<file path="src/rtl/lc3b_types.sv">
// Shared LC-3b types: machine word, cache line, and the memory arbiter's
// state/grant encodings plus a saturating counter helper.
package lc3b_types;

    localparam int WORD_W   = 16;
    localparam int C_LINE_W = 128;

    typedef logic [WORD_W-1:0]   lc3b_word;
    typedef logic [C_LINE_W-1:0] lc3b_c_line;

    // IDLE is encoded as zero so the debug state reads 0 out of reset.
    typedef enum logic [1:0] {
        IDLE    = 2'd0,
        SERVE_I = 2'd1,
        SERVE_D = 2'd2,
        RELEASE = 2'd3
    } arb_state_t;

    typedef enum logic {
        GRANT_I = 1'b0,
        GRANT_D = 1'b1
    } arb_grant_t;

    localparam logic [15:0] GRANT_CNT_MAX = 16'hFFFF;

    // Increment that sticks at all-ones instead of wrapping.
    function automatic logic [15:0] sat_inc(input logic [15:0] v);
        return (v == GRANT_CNT_MAX) ? v : v + 16'd1;
    endfunction

endpackage

</file>
<file path="src/rtl/cache_arbiter.sv">
// Arbiter between an I-cache and a D-cache sharing one physical-memory port.
// One transaction at a time: IDLE picks a requester, SERVE_x holds registered
// pmem strobes/address/wdata until pmem_resp, RELEASE spends one dead cycle so
// a request still held across the response edge is not granted twice.
//
// Handshake: a requester raises its read/write and holds it until its x_resp
// strobe; x_resp is a single-cycle pulse, combinational from pmem_resp, and
// x_rdata carries pmem_rdata only while x_resp is high (zero otherwise).
// On the memory side pmem_read/pmem_write stay high with stable address and
// wdata until the cycle pmem_resp is seen; pmem_resp outside SERVE_x is ignored.
module cache_arbiter
    import lc3b_types::*;
#(
    parameter int ADDR_W = 16,
    parameter int LINE_W = 128
) (
    input  logic              clk,
    input  logic              rst_n,

    input  logic              i_read,
    input  logic [ADDR_W-1:0] i_address,
    output logic [LINE_W-1:0] i_rdata,
    output logic              i_resp,

    input  logic              d_read,
    input  logic              d_write,
    input  logic [ADDR_W-1:0] d_address,
    input  logic [LINE_W-1:0] d_wdata,
    output logic [LINE_W-1:0] d_rdata,
    output logic              d_resp,

    output logic              pmem_read,
    output logic              pmem_write,
    output logic [ADDR_W-1:0] pmem_address,
    output logic [LINE_W-1:0] pmem_wdata,
    input  logic [LINE_W-1:0] pmem_rdata,
    input  logic              pmem_resp,

    output logic [15:0]       i_grants,
    output logic [15:0]       d_grants,

    output arb_state_t        dbg_state
);

    arb_state_t        state_q;
    arb_grant_t        last_grant_q;
    logic [ADDR_W-1:0] addr_q;
    logic [LINE_W-1:0] wdata_q;
    logic              pmem_read_q;
    logic              pmem_write_q;
    logic [15:0]       i_grants_q;
    logic [15:0]       d_grants_q;

    logic [15:0]       i_grants_d;
    logic [15:0]       d_grants_d;

    logic              i_req;
    logic              d_req;
    logic              contested;
    logic              pick_i;
    logic              pick_d;

    assign i_req     = i_read;
    assign d_req     = d_read | d_write;
    assign contested = i_req & d_req;

    assign i_grants_d = sat_inc(i_grants_q);
    assign d_grants_d = sat_inc(d_grants_q);

    // Arbitration decision, only meaningful in IDLE. On a tie the side that
    // lost the previous tie wins; uncontested grants leave the history alone.
    always_comb begin
        pick_i = 1'b0;
        pick_d = 1'b0;
        if (state_q == IDLE) begin
            if (contested) begin
                pick_d = (last_grant_q == GRANT_I);
                pick_i = (last_grant_q == GRANT_D);
            end else begin
                pick_d = d_req;
                pick_i = i_req;
            end
        end
    end

    // Main FSM: captures the granted request and owns every registered output.
    always_ff @(posedge clk) begin
        if (!rst_n) begin
            state_q      <= IDLE;
            last_grant_q <= GRANT_I;
            addr_q       <= '0;
            wdata_q      <= '0;
            pmem_read_q  <= 1'b0;
            pmem_write_q <= 1'b0;
            i_grants_q   <= '0;
            d_grants_q   <= '0;
        end else begin
            case (state_q)
                IDLE: begin
                    if (pick_d) begin
                        state_q      <= SERVE_D;
                        addr_q       <= d_address;
                        wdata_q      <= d_wdata;
                        // A write flag wins even if d_read is also high.
                        pmem_write_q <= d_write;
                        pmem_read_q  <= ~d_write;
                        d_grants_q   <= d_grants_d;
                        if (contested) begin
                            last_grant_q <= GRANT_D;
                        end
                    end else if (pick_i) begin
                        state_q      <= SERVE_I;
                        addr_q       <= i_address;
                        wdata_q      <= '0;
                        pmem_write_q <= 1'b0;
                        pmem_read_q  <= 1'b1;
                        i_grants_q   <= i_grants_d;
                        if (contested) begin
                            last_grant_q <= GRANT_I;
                        end
                    end
                end
                SERVE_I, SERVE_D: begin
                    if (pmem_resp) begin
                        state_q      <= RELEASE;
                        pmem_read_q  <= 1'b0;
                        pmem_write_q <= 1'b0;
                    end
                end
                RELEASE: begin
                    state_q <= IDLE;
                end
                default: begin
                    state_q <= IDLE;
                end
            endcase
        end
    end

    // Response steering: a single-cycle strobe to whichever cache is being
    // served; gated by rst_n so nothing reaches a cache while reset is low.
    always_comb begin
        i_resp  = rst_n & (state_q == SERVE_I) & pmem_resp;
        d_resp  = rst_n & (state_q == SERVE_D) & pmem_resp;
        i_rdata = i_resp ? pmem_rdata : '0;
        d_rdata = d_resp ? pmem_rdata : '0;
    end

    assign pmem_read    = pmem_read_q;
    assign pmem_write   = pmem_write_q;
    assign pmem_address = addr_q;
    assign pmem_wdata   = wdata_q;
    assign i_grants     = i_grants_q;
    assign d_grants     = d_grants_q;
    assign dbg_state    = state_q;

endmodule

</file>
<file path="config.mk">
export PLATFORM = sky130hd
export DESIGN_NAME = cache_arbiter
export DESIGN_NICKNAME = d
export VERILOG_FILES = /design/src/rtl/lc3b_types.sv /design/src/rtl/cache_arbiter.sv
export SDC_FILE = /design/constraint.sdc
export NUM_CORES = 1
export LEC_CHECK = 0
export ABC_CLOCK_PERIOD_IN_PS = 3700
export CORE_AREA = 2 2 288 290
export DETAILED_ROUTE_END_ITERATION = 10
export DIE_AREA = 0 0 290 292
export GPL_TIMING_DRIVEN = 0
export PLACE_DENSITY_LB_ADDON = 0.1
export SYNTH_ARGS = -nofsm -noshare
export SYNTH_HDL_FRONTEND = slang
export SYNTH_SLANG_ARGS = --single-unit
export TNS_END_PERCENT = 10
</file>
<file path="constraint.sdc">
create_clock -name clk -period 3.7 [get_ports clk]
set_clock_uncertainty 0.2 [all_clocks]
set_input_delay 1.11 -clock clk [delete_from_list [all_inputs] [get_ports clk]]
set_output_delay 1.11 -clock clk [all_outputs]
set_load 0.03 [all_outputs]
</file>
==> results.md, run 1 <==
* Status: completed
* Syn Inst Count at 1,036
* Hold Fails Final Rpt at 0
* P_int at a little over 5 mW
* Avg Cell Area, Syn at about 8.4 um^2
* Clock period minus worst slack at about 3600 ps
* Layout area overhead at 101%
* WP buf/inv at 3
* Setup Viol. Count Final at 0
* Area of the mapped netlist at 0.00868 mm^2
* Critical path capture point type: primary output
* CTS tree: yes
* Most frequent cells in the layout: 471 x clkdlybuf4s50_1, 252 x and2_1, 181 x dfxtp_1
* Maximum vdd ir drop at about 0.34 mV
* Crit-path max FO at 10
* Initial antenna violation count at 28
* Gr usage total at approximately 15%
* Routability congestion estimate at 0.843
* Final period utilization at 98.3%
* Worst skew pair latency at between 400 and 500 ps
* RSZ-0062 raised after global routing: no
* Net count, final at 2,087
* Post-synth EDFFs at 0
* Maxcap violations at 0
* Core area at 0.0816 mm^2
* Netlist cell types at 49
* Net Sw Frac at a little over two fifths
* Avg Vias per Cell at 3.72
* GR Overflow Total at 0
* Critical path, cell by cell: clkdlybuf4s15_1 > and3_4 > clkbuf_8 > and2_1 > clkdlybuf4s15_1
* CP peak stage delay at around 400 ps
* Vias in the first global route at 10,900
* HP Class: reg2reg
* CP Data Arrival Time at 2330 ps
* Drt drc at 0
* Cell row count at 105
* Clk buf depth at 2
* Crit-path leading delay family: buffers and inverters
* HPWL Detailed at 54.9 mm
* PnR worst setup slack at roughly 62 ps
* Drt pass-1 iters at 4
* DRT antenna net count at 0
* FF/Latch Area at approximately 0.0036 mm^2
* First-pass GRT wire length at roughly 89 mm
* YS warnings at 0
* Cell mode on critical path: clkdlybuf4s15_1
* Clk network pwr share at approximately 22%
* Footprint of the multi-input gates at 0.00468 mm^2
* Seq/Total Area, Yosys at 41.7%
* P per Cell Area at 521 mW/mm^2
* Die Span Y at 292 um
* CP Class: in2out
* Vias at roughly 11,000
* Clock root cell: clkbuf_16
* Worst-Margin Slew at 1000 ps
* 1st-iter DRT viols at 446
* WL final at 65.2 mm
* Async SR Flop Fraction at 0%
* NetSw at between 3 and 4 mW
* CTS Hold Buffers Added at 0
* Clock-pin transition on the worst setup and hold timing paths at 70 ps
* I/O Buffers at 730
* Max-slew violation count at 0
* Fillers at 9,105
* CTS H-tree lvls at 4
* CTS buffer count at 17
* Die Area at around 0.085 mm^2
* I/O pins at 732
* Lkg Pwr at 7.02 nW
* Clock sinks at 181
* Routed WL per cell at 22.7 um
* Initial Util at 10.6%
* Reg power frac at 28.3%
* Tot Pwr at 9.09 mW
* Share of layout cells above drive strength 1 at 19.7%
* Most common cell after layout, fill and taps aside: clkdlybuf4s50_1
* Slew HR at 33.0%
* Syn_nets at 1,336
* Width of the die at 290 um
* Worst Setup Slack post-DPL at -1780 ps
* CP Launch Type: primary input
* Comb pwr share at 49.5%
* Ys flop type: dfxtp_1
* Largest net degree at the start of global routing at 17
* FF+latch count, synth at 181
* WP data required at 2390 ps
* Slowest CP cell: clkdlybuf4s15_1
* Peak Freq at 275 MHz
## per-stage QoR
stage          instance area (um^2)  hold WS, ps  util (%)  TNS [ps]  cells
6_report                      17400          298      21.4         0   2875
3_3_place_gp                  17300          280      21.2   -471020   2836
2_1_floorplan                  8680          382         -         0   1036
3_5_place_dp                  17300          281      21.2   -473040   2836
5_1_grt                       17400          316      21.4         0   2871
4_1_cts                       17400          301      21.3         0   2869
## synth_stat cells, types with 2 or more instances
| library cell | number | area [um^2] |
|---|---|---|
| buf_1 | 3 | 11.3 |
| o211ai_1 | 2 | 15.0 |
| mux2i_1 | 10 | 100 |
| clkbuf_1 | 58 | 218 |
| nand2b_1 | 11 | 68.8 |
| nand3_1 | 12 | 60.1 |
| buf_2 | 24 | 120 |
| inv_1 | 4 | 15.0 |
| nand4_1 | 4 | 25.0 |
| or4_1 | 11 | 82.6 |
| and4_1 | 7 | 61.3 |
| buf_6 | 2 | 22.5 |
| a22oi_1 | 128 | 961 |
| and3_1 | 5 | 31.3 |
| o31ai_1 | 13 | 97.6 |
| nand2_1 | 56 | 210 |
| a311oi_1 | 19 | 166 |
| nand4_2 | 4 | 50.1 |
| and2_1 | 256 | 1600 |
| nor4_4 | 3 | 63.8 |
| ha_1 | 6 | 75.1 |
| nor4_1 | 8 | 50.1 |
| o21ai_0 | 6 | 30.0 |
| o41ai_1 | 3 | 26.3 |
| a21oi_1 | 23 | 115 |
| dfxtp_1 | 181 | 3620 |
| or3_1 | 5 | 31.3 |
| nor2_4 | 2 | 22.5 |
| nor2_1 | 150 | 563 |
## kinds of logic after synthesis
kind of cell | Yosys count | share of synthesized area [%]
simple gates | 543 | 34.4
compound gates | 202 | 17.2
xor+xnor | 1 | 0.101
mux | 10 | 1.15
buf+inv | 93 | 4.58
fa+ha+maj | 6 | 0.865
flops | 181 | 41.7
## timing repair
action,in CTS,in global routing
buffers inserted,0,0
pin swaps,2,2
resized for setup,1389,29
cloned,2,0
endpoints found under the setup margin,359,159
## power groups by stage
stage	sequential [mW]	clock (mW)	combinational [mW]
2_1_floorplan	3.31	0	1.68
3_3_place_gp	2.61	0	4.63
3_5_place_dp	2.61	0	4.62
4_1_cts	2.58	2.12	4.62
5_1_grt	2.62	2.18	4.85
6_report	2.57	2.02	4.50
## path summary, 6_finish.rpt
check             slack (ps)              end  cells past startpoint       startpoint
setup / recovery          60     i_rdata[127]                      5        pmem_resp
hold / removal           300  pmem_address[1]                      2  pmem_address[1]
setup reg to reg         890   pmem_wdata[60]                      9     dbg_state[0]
hold reg to reg          300  pmem_address[1]                      2  pmem_address[1]
## metal layers
layer / GRT usage (%) / vias up / part of all wire (%)
met1: 14.3 / 5027 / 35
met4: 2.91 / 12 / 1.3
li1: - / 5106 / -
met2: 28.8 / 473 / 54
met5: 0 / - / 0.14
met3: 7.24 / 78 / 9.6
## flip-flops by register name (all words and copies together), names as in the netlist
name,cells
pmem_write,1
d_grants,16
pmem_read,1
i_grants,16
last_grant_q,1
pmem_wdata,128
pmem_address,16
dbg_state,2
## layout make-up
class / instances / area share, %
diodes: 6 / 0.0861
plain buffers: 88 / 3.51
clock buffers: 19 / 2.54
clock inverters: 12 / 0.954
inverters: 5 / 0.108
multi-input cells: 762 / 26.9
flip-flops and latches: 181 / 20.8
well taps: 1070 / 7.68
repair buffers: 732 / 37.5
## worst min-delay path: stages (launching register included)
cell	delay [ps]
dfxtp_1	310
nor2_1	90
a311oi_1	50
Power figures use the tool's default switching activity.
==> run 2, diff against run 1 <==
Settings changed: PLACE_DENSITY set to 0.34, PLACE_DENSITY_LB_ADDON 0.1 to not set, TNS_END_PERCENT 10 to 30.
==> run 2 against run 1 <==
  * The flow now finishes with violations (setup timing)
  * Clock power is 6% lower
  * First-iteration DRC count is 8.5% lower
  * Clock-buffer cell count is 1 higher
  * Hold slack better by 1.9 ps
  * Utilization is 0.50 points lower
  * Cell count hardly changed
==> results.md, run 2 (same netlist as run 1, synthesis figures left out) <==
* HPWL Detailed at 55.0 mm
* Largest net degree at the start of global routing at 17
* Most frequent cells in the layout: 471 x clkdlybuf4s50_1, 256 x and2_1, 199 x buf_2
* Cell row count at 105
* PnR worst setup slack at -11.9 ps
* RSZ-0062 raised after global routing: yes
* Share of layout cells above drive strength 1 at 18.9%
* Gr usage total at 14.8%
* I/O Buffers at 730
* GR Overflow Total at 0
* Clock sinks at 181
* Setup Buffers After CTS at 0
* Hold path depth at 2
* Worst Setup Slack post-DPL at -1750 ps
* Width of the die at 290 um
* I/O pins at 732
* WL final at 64.3 mm
* Die Area at between 0.08 and 0.09 mm^2
* FF-to-FF path depth at 9
* Die Span Y at around 290 um
* CTS tree: yes
* HP Class: reg2reg
* Drt pass-1 iters at 7
* Routability congestion estimate at 0.883
* Post-DP Area at between 0.015 and 0.02 mm^2
* Clk buf depth at 2
* P per Cell Area at approximately 520 mW/mm^2
* Initial antenna violation count at 25
* Clock period minus worst slack at 3710 ps
* Reg2reg start: dbg_state[0]
* Clock-pin transition on the worst setup and hold timing paths at 70 ps
* Initial Util at 10.6%
* Slew HR at just over 40%
* Max reg flops at 128
* Vias at roughly 11,000
* Maxcap violations at 0
* R2R Path End: pmem_wdata[60]
* Worst skew pair latency at 490 ps
* CTS buffer count at 17
* Layout area overhead at 96.2%
* 1st-iter DRT viols at 408
* Hold_sp: pmem_wdata[124]
* Critical path capture point type: primary output
* Max-slew violation count at 0
* CP Launch Type: primary input
* Status: finished, violations left
* Peak Freq at roughly 270 MHz
* CP Data Arrival Time at 2400 ps
* Clock root cell: clkbuf_16
* Crit-path max FO at 10
* Worst-Margin Slew at 883 ps
* Tot Pwr at 8.86 mW
* Most common cell after layout, fill and taps aside: clkdlybuf4s50_1
* Vias in the first global route at about 11,000
* Core area at 0.0816 mm^2
* Fin area at about 0.017 mm^2
* Hold path endpoint: pmem_wdata[124]
* Avg Vias per Cell at 3.69
* Reg2Reg Setup Slack at 920 ps
* Maximum vdd ir drop at 0.368 mV
* CP Class: in2out
* CTS H-tree lvls at 4
* Net count, final at 2,085
* Hold Fails Final Rpt at 0
* Fillers at 9,176
* Lkg Pwr at 6.97 nW
* Routed WL per cell at 22.4 um
* Final period utilization at 100%
* Drt drc at 0
* CTS Hold Buffers Added at 0
* DRT antenna net count at 0
* Setup Viol. Count Final at 2
* WP data required at ~2400 ps
* Fin util at 20.9%
* First-pass GRT wire length at 88.7 mm
* Failing checks: setup timing
-- run 2: metal layers --
metal  GRT usage [%]  routed length (um)
met3            6.49                5980
met2            27.0               33000
met1            15.3               24000
met4            4.32                1280
met5               0                  55
-- run 2: critical path: stages --
cell and delay, ps:
clkdlybuf4s15_2 250, and3_4 230, clkbuf_16 170, clkbuf_4 210
and2_1 130, clkdlybuf4s15_2 290
-- run 2: power by group --
part,leakage [nW],total [mW],internal (mW),switching (mW)
Clock,0.266,1.89,0.957,0.929
Combinational,5.22,4.39,1.68,2.71
Sequential,1.49,2.58,2.33,0.249
-- run 2: cell type report --
class	instances	area (um^2)	area share (%)
multi-input cells	762	4670	27.4
flip-flops and latches	181	3620	21.3
clock buffers	20	447	2.62
plain buffers	88	539	3.17
well taps	1070	1340	7.86
diodes	7	17.5	0.103
repair buffers	730	6260	36.7
clock inverters	11	116	0.683
inverters	5	18.8	0.110
-- run 2: worst max path at each step --
stage                         start      endpoint  cells after the start
after floorplan               rst_n  d_rdata[118]                      4
after global placement    pmem_resp   i_rdata[22]                      6
after detailed placement  pmem_resp   i_rdata[22]                      6
after CTS                 pmem_resp   d_rdata[23]                      6
after global routing      pmem_resp   i_rdata[33]                      6
final                     pmem_resp   i_rdata[33]                      6
-- run 2: what timing repair did --
item	CTS	global route
cloned	0	0
resized for setup	1042	246
endpoints found under the setup margin	276	272
pin swaps	0	0
hold endpoints to repair	0	0
-- run 2: metrics by stage --
| step | hold WS [ps] | TNS, ps | cells |
|---|---|---|---|
| 2_1_floorplan | 382 | 0 | 1036 |
| 3_3_place_gp | 277 | -426890 | 2836 |
| 3_5_place_dp | 286 | -434040 | 2836 |
| 4_1_cts | 306 | -4660 | 2867 |
| 5_1_grt | 320 | -284 | 2871 |
| 6_report | 300 | -19.9 | 2874 |
